==> src/rtl/mem_arbiter.sv <==
// mem_arbiter
//   Shares one memory port between the instruction fetch unit (IFU) and the
//   load/store unit (LSU). Exactly one transaction is in flight at a time:
//   grant in IDLE, present the request in REQ, wait for the response in WAIT,
//   and return the captured data to the owner for one cycle in RESP.
//
//   Optional feature: define MEM_ARB_ROUND_ROBIN_EN to replace fixed LSU
//   priority with round-robin arbitration under contention.
//
// Ports
//   clk, rst                      clock, synchronous active-high reset
//   ifu_req_valid/ready, ifu_addr IFU read request handshake
//   ifu_rsp_valid, ifu_rdata      IFU response pulse and held read data
//   lsu_req_valid/ready           LSU request handshake
//   lsu_addr/wen/wdata/wmask      LSU request fields
//   lsu_rsp_valid, lsu_rdata      LSU completion pulse, read data (0 on write)
//   mem_req_valid/ready           memory request handshake (valid registered)
//   mem_addr/wen/wdata/wmask      memory request fields, held through REQ
//   mem_rsp_valid, mem_rdata      memory response
module mem_arbiter #(
  parameter int ADDR_W = 64,
  parameter int DATA_W = 64,
  parameter int MASK_W = 8
) (
  input  logic              clk,
  input  logic              rst,
  input  logic              ifu_req_valid,
  output logic              ifu_req_ready,
  input  logic [ADDR_W-1:0] ifu_addr,
  output logic              ifu_rsp_valid,
  output logic [DATA_W-1:0] ifu_rdata,
  input  logic              lsu_req_valid,
  output logic              lsu_req_ready,
  input  logic [ADDR_W-1:0] lsu_addr,
  input  logic              lsu_wen,
  input  logic [DATA_W-1:0] lsu_wdata,
  input  logic [MASK_W-1:0] lsu_wmask,
  output logic              lsu_rsp_valid,
  output logic [DATA_W-1:0] lsu_rdata,
  output logic              mem_req_valid,
  input  logic              mem_req_ready,
  output logic [ADDR_W-1:0] mem_addr,
  output logic              mem_wen,
  output logic [DATA_W-1:0] mem_wdata,
  output logic [MASK_W-1:0] mem_wmask,
  input  logic              mem_rsp_valid,
  input  logic [DATA_W-1:0] mem_rdata
);

  typedef enum logic [1:0] {IDLE, REQ, WAIT, RESP} state_t;

  state_t state, state_nxt;
  logic   owner;     // 0 = IFU, 1 = LSU
  logic   pick_lsu;  // LSU wins when both requesters are valid
  logic   accept;

`ifdef MEM_ARB_ROUND_ROBIN_EN
  logic last_grant;  // 0 = IFU, 1 = LSU

  always_ff @(posedge clk) begin
    if (rst) begin
      last_grant <= 1'b0;
    end else if (accept) begin
      last_grant <= lsu_req_ready;
    end
  end

  assign pick_lsu = ~last_grant;
`else
  assign pick_lsu = 1'b1;
`endif

  assign accept = ifu_req_ready | lsu_req_ready;

  always_comb begin
    ifu_req_ready = 1'b0;
    lsu_req_ready = 1'b0;
    state_nxt     = state;
    case (state)
      IDLE: begin
        // Ready is withheld during reset so nothing is accepted that cycle.
        if (!rst) begin
          if (lsu_req_valid && (!ifu_req_valid || pick_lsu)) begin
            lsu_req_ready = 1'b1;
          end else if (ifu_req_valid) begin
            ifu_req_ready = 1'b1;
          end
          if (ifu_req_valid || lsu_req_valid) begin
            state_nxt = REQ;
          end
        end
      end
      REQ:     if (mem_req_ready) state_nxt = WAIT;
      WAIT:    if (mem_rsp_valid) state_nxt = RESP;
      RESP:    state_nxt = IDLE;
      default: state_nxt = IDLE;
    endcase
  end

  always_ff @(posedge clk) begin
    if (rst) begin
      state         <= IDLE;
      owner         <= 1'b0;
      mem_req_valid <= 1'b0;
      mem_addr      <= '0;
      mem_wen       <= 1'b0;
      mem_wdata     <= '0;
      mem_wmask     <= '0;
      ifu_rdata     <= '0;
      lsu_rdata     <= '0;
    end else begin
      state <= state_nxt;
      // IFU requests are always reads: no write enable, mask or data.
      if (accept) begin
        owner         <= lsu_req_ready;
        mem_req_valid <= 1'b1;
        mem_addr      <= lsu_req_ready ? lsu_addr : ifu_addr;
        mem_wen       <= lsu_req_ready & lsu_wen;
        mem_wdata     <= lsu_req_ready ? lsu_wdata : '0;
        mem_wmask     <= (lsu_req_ready && lsu_wen) ? lsu_wmask : '0;
      end
      if (state == REQ && mem_req_ready) begin
        mem_req_valid <= 1'b0;
      end
      // Only the owner's data register moves; the other keeps its last value.
      if (state == WAIT && mem_rsp_valid) begin
        if (owner) begin
          lsu_rdata <= mem_wen ? '0 : mem_rdata;
        end else begin
          ifu_rdata <= mem_rdata;
        end
      end
    end
  end

  assign ifu_rsp_valid = (state == RESP) && !owner;
  assign lsu_rsp_valid = (state == RESP) &&  owner;

endmodule
==> config.mk <==
export PLATFORM = sky130hd
export DESIGN_NAME = mem_arbiter
export DESIGN_NICKNAME = d
export VERILOG_FILES = /design/src/rtl/mem_arbiter.sv
export SDC_FILE = /design/constraint.sdc
export NUM_CORES = 1
export LEC_CHECK = 0
export ABC_AREA = 1
export CORE_AREA = 2 2 208 210
export CTS_CLUSTER_DIAMETER = 100
export DETAILED_ROUTE_END_ITERATION = 10
export DIE_AREA = 0 0 210 212
export SYNTH_ARGS = -nofsm -noshare
export SYNTH_HDL_FRONTEND = slang
export SYNTH_SLANG_ARGS = --single-unit
==> constraint.sdc <==
create_clock -name clk -period 3.35 [get_ports clk]
set_input_delay 0.335 -clock clk [delete_from_list [all_inputs] [get_ports clk]]
set_output_delay 0.335 -clock clk [all_outputs]
set_load 0.1 [all_outputs]
Yosys cells after proc, flatten, opt, wreduce, memory -nomap -nowiden
Index checks and enable logic that the tools add are counted.

cells by class
  equal/unequal tests = 6
  muxes and demuxes = 15
  bitwise gates (word level) = 3
  reductions and logical operators = 12

operators by type and width
  cell                  number
  $mux W64              3
  $mux W8               1
  $pmux W2 S4           1
  $mux W1               7
  $mux W2               3
  $ne A2 B2 Y1 const B  3
  $logic_and A1 B1 Y1   5
  $eq A2 B2 Y1 const B  2
  $reduce_and A2 Y1     2
  $reduce_and A3 Y1     1
  $eq A2 B1 Y1 const B  1
  $logic_not A2 Y1      1
  $reduce_or A2 Y1      1
  $and A1 B1 Y1         1
  $logic_not A1 Y1      1
  $logic_or A1 B1 Y1    1
  $not A1 Y1            1
  $or A1 B1 Y1          1

storage, ports and cells
  bits in registers = 269
  input bits = 271
  output and inout bits = 270
  word-level logic and storage cells = 45

Depth between registers and ports, before layout
Gate-level depths: netlist of run 1.

  depth in word-level cells = 5
  mapped depth = 11
  gate-level depth less buffers = 9

Worst setup path before layout of run 1
OpenSTA, ideal clock, no wires.

  path type = register to output
  start = reg state[0]
  end = out ifu_rsp_valid
  data arrival time = 1.812 ns
  required time = 3.015 ns
  slack = 1.203 ns
  stages on the path, launching flop included = 4
  cells stage by stage = dfxtp_1 > ha_1 > inv_1 > nor2_1

between the ends
  longest elaborated chain between the ends = 2

ends and longest elaborated chain
  item                    RTL line  text
  from (decl)             52        state_t state, state_nxt;
  from (signal assigned)  112       state <= state_nxt;
  $eq A2 B2 Y1            136       assign ifu_rsp_valid = (state == RESP) && !owner;
  $logic_and A1 B1 Y1     136
  to (decl)               30        output logic ifu_rsp_valid,

Every way passes these cells.

Final worst setup path of run 1
  start = reg state[0]
  end = out ifu_req_ready

between the ends
  longest elaborated chain between the ends = 2

ends and longest elaborated chain
  item              RTL line  text
  $logic_not A2 Y1  79        case (state)
  $mux W1           79
  to (decl)         28        output logic ifu_req_ready,

Every way passes these cells.

==> results of run 1 <==
layout make-up:
type                       count  area, µm²
fill                        4327      24700
timing repair buffer         559       5600
sequential                   269       5390
multi-input combinational   1026       4670
clock buffer                  41        873
tap                          546        683
inverter                      81        309
clock inverter                16        253
antenna                        1       2.50
flip-flops by register name (all words and copies together), names as in the netlist:
name / flops
mem_wen: 1
mem_wmask: 8
lsu_rdata: 64
mem_addr: 64
ifu_rdata: 64
mem_req_valid: 1
owner: 1
state: 2
mem_wdata: 64
placed cells by master, fill, tap and decap left out, drive strengths merged:
master	count
nand3	10
dfxtp	269
inv	82
diode	1
bufinv	6
nor2	205
clkinv	6
clkinvlp	3
clkdlybuf4s50	532
a21oi	65
buf	27
o21ai	193
ha	5
nand4	65
nand3b	64
clkbuf	41
nand2	419
power by group:
part / internal (mW) / switching, mW
clock network: 2.29 / 1.41
registers: 3.74 / 0.294
logic: 1.72 / 5.41
total: 7.75 / 7.11
metal layers:
layer	vias to the layer above	global-route usage, %
li1	5751	-
met1	5182	21.1
met2	415	29.8
met3	76	5.70
met4	2	6.38
met5	-	0
stage by stage:
stage / utilization [%] / setup slack, ps
floorplan: - / 1200
global placement: 39.2 / 879
detailed placement: 39.2 / 827
CTS: 41.8 / 362
global route: 41.8 / 282
finish: 41.8 / 472
critical path: cells and delay by family, from the launching register on:
kind,cells,cell delay [ps]
fa+ha+maj,1,270
simple gates,2,160
flops,1,390
buf+inv,5,1090
worst paths after layout:
kind            startpoint            end  slack, ps  cells after the start
max               state[0]  ifu_req_ready        470                      8
min                    rst  lsu_rdata[20]         80                      2
max reg2reg       state[0]  mem_wdata[25]        830                      9
min reg2reg  mem_wdata[26]  mem_wdata[26]        440                      2
kinds of logic after synthesis:
| group | share of synthesized area (%) |
|---|---|
| AOI/OAI and AO/OA | 11.9 |
| DFF | 49.8 |
| adders and majority gates | 0.578 |
| buffers and inverters | 7.40 |
| and+or+nand+nor | 30.3 |
==> out/metrics.cfg, run 1 <==
[run_status]
outcome=completed

[timing]
setup_viol=0
post-route-min-period_ps=2880
hold_viol_final=0
rsz0062_at_grt=false
fin_tns_setup_ps=0
period_share_pct=85.9
skew_ps=26.8
hold_ws_ps=79.2
slew_headroom_pct=28.6
fmax_ghz=0.347
slew_violations=0
tightest_slew_ps=1070

[global_routing]
grt_pass1_vias=11004
grt_pass1_wl_mm=62.7
grt_max_degree=196
grt.overflow.total=0
antenna_found_initial=1
track_usage_pct=17.7

[finish]
layoutNonFillerInstCount=2539
fin_area_um2=17800
nNetsFinal=2244
final_layout_size_suffix_gt1_share_pct=4.52
area_growth_pct=64.2

[die]
num_rows=76
core_um2=42500
die_w_um=210
die_y_um=212
pin_count=541
start_util_pct=25.5
die_area_um2=44500

[critical_path]
worst-endpoint-required_ps=3010
cpMostUsedCell=inv_1
path_cells=inv_1 -> ha_1 -> nand2_1 -> inv_1 -> nand2_2 -> buf_4 -> inv_1 -> buf_4
cpMaxStageDelayCell=buf_4
critPathLaunchType=register
end_kind=output pin
critical_path_class=reg2out
cp_max_fo=65
arrival_ps=2540
critPathMaxStageDelay_ps=590

[drt]
wirelength_mm=41.6
routedWlPerCell_um=16.4
met2RoutedLength_mm=19.7
drtIter0Drc=677
avgViaCountPerCell=4.50
detail_route.first_pass.iterations=5
drc=0
routedLengthMet1_mm=16.8
vias=11426
antenna_left=0
dr.max_layer_used=met5
wl_met3_mm=3.65

[logic_synthesis]
syn_nets=1772
netlist_instances=1496
yosysTopAreaCell=dfxtp_1
synth_edf_count=0
ys_types=17
synthArstFlopShare_pct=0
yosys_warnings=0
synth_area_um2=10800
yosys-top-cells-count=nand2_1 (419), dfxtp_1 (269), nor2_1 (205)
synth.area.top_cells=dfxtp_1 (50%), nand2_1 (15%), o21ai_0 (8.5%)
syn_avg_cell_area_um2=7.24
synth_ff_type=dfxtp_1
ys_ff_latch=269
ys_seq_area_share_pct=49.8
post-synth-top-count-cell=nand2_1
yosysTopAreaCellShare_pct=49.8

[placement]
place_inst=2481
dp_hpwl_mm=29.2
place.gp.congestion=0.826
io_buffers=540
post_dp_cell_area_um2=16600

[pwr]
powerDensity_nw_per_um2=836
irDropWorstVdd_uv=467
power.leakage_nw=7.61
p_total_mw=14.9

[cts]
post_cts_resized=0
cts_made_buffers=31
postCtsSetupRepairBufs=0
clk_pin_slew_worst_paths_ps=60
cts_tree=done
clock_sinks=269
clk_latency_ps=580
cts.path.max_buffers=3
cts_hold_buf=0
cts_root_buffer=clkbuf_16
ctsHtreeMaxLevel=1

[hold_path]
hold_path.class=in2reg

[job]
drv_cap=0

No activity file was read; power rests on OpenSTA's default activity.
==> run 2, diff against run 1 <==
--- a/config.mk
+++ b/config.mk
@@ -6,10 +6,15 @@
 export NUM_CORES = 1
 export LEC_CHECK = 0
 export ABC_AREA = 1
-export CORE_AREA = 2 2 208 210
+export CELL_PAD_IN_SITES_DETAIL_PLACEMENT = 2
+export CELL_PAD_IN_SITES_GLOBAL_PLACEMENT = 2
+export CORE_ASPECT_RATIO = 1.25
+export CORE_MARGIN = 2
+export CORE_UTILIZATION = 22
 export CTS_CLUSTER_DIAMETER = 100
 export DETAILED_ROUTE_END_ITERATION = 10
-export DIE_AREA = 0 0 210 212
+export PLACE_DENSITY_LB_ADDON = 0.1
 export SYNTH_ARGS = -nofsm -noshare
 export SYNTH_HDL_FRONTEND = slang
 export SYNTH_SLANG_ARGS = --single-unit
+export TNS_END_PERCENT = 10
==> run 2 against run 1 <==
Compared with the run above: global-route usage increased by 1.9 points; cell count up 4.2%; clock skew is 16 ps lower; maximum frequency rose by 3.1%; critical path depth did not move; largest power group unchanged.
==> out/metrics.cfg, run 2 (synthesis results as in run 1) <==
[finish]
multiInputGateArea_um2=4670
final_layout_size_suffix_gt1_share_pct=4.66
layout.area.seq_um2=5390
fillCellCount=5569
nNetsFinal=2245
area_growth_pct=65.9
fin_util_pct=37.1
final_common_cell=clkdlybuf4s50_1
layout_common_cells=clkdlybuf4s50_1 (531), nand2_1 (418), dfxtp_1 (268)

[die]
die_w_um=202
die_y_um=252
start_util_pct=22.4
core_um2=48400
num_rows=90
die_area_um2=51000
pin_count=541

[cts]
cts_made_buffers=35
post_cts_resized=0
cts_root_buffer=clkbuf_16
cts_tree=done
clock_sinks=269
cts_hold_buf=0
ctsHtreeMaxLevel=2
clk_pin_slew_worst_paths_ps=60
postCtsSetupRepairBufs=0
cts.path.max_buffers=3
clk_latency_ps=530

[critical_path]
path_cells=inv_1 -> ha_1 -> nand2_1 -> inv_1 -> nand2_2 -> buf_4 -> inv_1 -> buf_4
reg2reg_depth=10
cpMaxStageDelayCell=buf_4
worst-endpoint-required_ps=3010
crit_buf_inv=5
r2r_setup_slack_ps=1060
r2r_start=state[0]
end_kind=output pin
crit_path_end=ifu_req_ready
critical_path_class=reg2out
cpMostUsedCell=inv_1
cp_max_fo=65
crit_path_start=state[0]
path_depth=8
critPathLaunchType=register
r2r-end=mem_addr[54]
critPathMaxStageDelay_ps=610
cpLargestDelayFamily=buffers and inverters
arrival_ps=2450

[global_routing]
grt.overflow.total=0
grt_pass1_wl_mm=77.9
track_usage_pct=19.6
grt_max_degree=196
grt_pass1_vias=13018
antenna_found_initial=11

[drt]
detail_route.first_pass.iterations=4
routedWlPerCell_um=19.4
wirelength_mm=51.4
antenna_left=0
avgViaCountPerCell=4.51
drtIter0Drc=431
vias=11941
drc=0

[job]
drv_cap=0

[timing]
setup_viol=0
fin_tns_setup_ps=0
slew_headroom_pct=25.2
rsz0062_at_grt=false
skew_ps=10.3
post-route-min-period_ps=2790
fmax_ghz=0.358
slew_violations=0
tightest_slew_ps=1120
period_share_pct=83.3
hold_viol_final=0

[pwr]
powerDensity_nw_per_um2=843
power.leakage_nw=7.63
irDropWorstVdd_uv=376
p_total_mw=15.1

[placement]
dp_hpwl_mm=36.1
io_buffers=540
place.gp.congestion=0.729

[run_status]
outcome=completed

[hold_path]
hold_path.class=in2reg

==> run 2: changes by cell type in the layout (fill, tap and decap cells not counted) <==
cell,delta
clkbuf_8,+4
clkinvlp_4,-1
clkdlybuf4s50_1,-1
clkinv_2,+3
buf_4,-2
bufinv_16,-4
diode_2,+6
clkinv_8,+1
clkinv_4,-3
clkbuf_16,+5
clkbuf_1,+1
==> run 2: worst register-to-register path: stages, from the launching register on <==
cell	delay [ps]
dfxtp_1	390
inv_1	100
ha_1	230
nand2_1	80
inv_1	50
nand2_2	50
nand2_1	70
inv_2	580
buf_4	460
nor2_1	100
nor2_1	100
==> run 2: how the worst min path moves through the flow <==
stage	startpoint	to	depth (start not counted)
floorplan	lsu_wdata[63]	mem_wdata[63]	2
global placement	mem_wdata[17]	mem_wdata[17]	2
detailed placement	mem_wdata[0]	mem_wdata[0]	2
CTS	rst	mem_req_valid	4
global route	rst	mem_req_valid	4
finish	rst	mem_req_valid	4
==> run 2: metal layers <==
metal	track usage, %	up-vias	share of wire, %
li1	-	5752	-
met1	20.6	5778	38
met2	35.9	335	52
met3	6.90	70	7.9
met4	6.94	6	2.7
met5	0	-	0.070
==> run 2: per-stage QoR <==
stage / area [µm²] / hold slack (ps) / setup slack [ps] / cells
after floorplan: 10800 / 445 / 1200 / 1496
after global placement: 16700 / 428 / 1010 / 2576
after detailed placement: 16700 / 434 / 953 / 2576
after CTS: 17900 / 186 / 444 / 2639
after global routing: 18000 / 216 / 315 / 2646
final: 18000 / 221 / 560 / 2646
==> run 2: power by group <==
part | total [mW] | leakage, nW | switching (mW) | internal, mW
clock | 3.87 | 0.585 | 1.52 | 2.35
sequential | 4.02 | 2.19 | 0.283 | 3.74
combinational | 7.24 | 4.85 | 5.53 | 1.71
==> run 2: layout make-up <==
type	count	share of cell area [%]
Inverter	81	1.72
Sequential cell	269	30.0
Multi-Input combinational cell	1026	26.0
Timing Repair Buffer	556	31.0
Clock inverter	12	0.725
Antenna cell	7	0.0976
Clock buffer	51	5.89
Tap cell	644	4.49
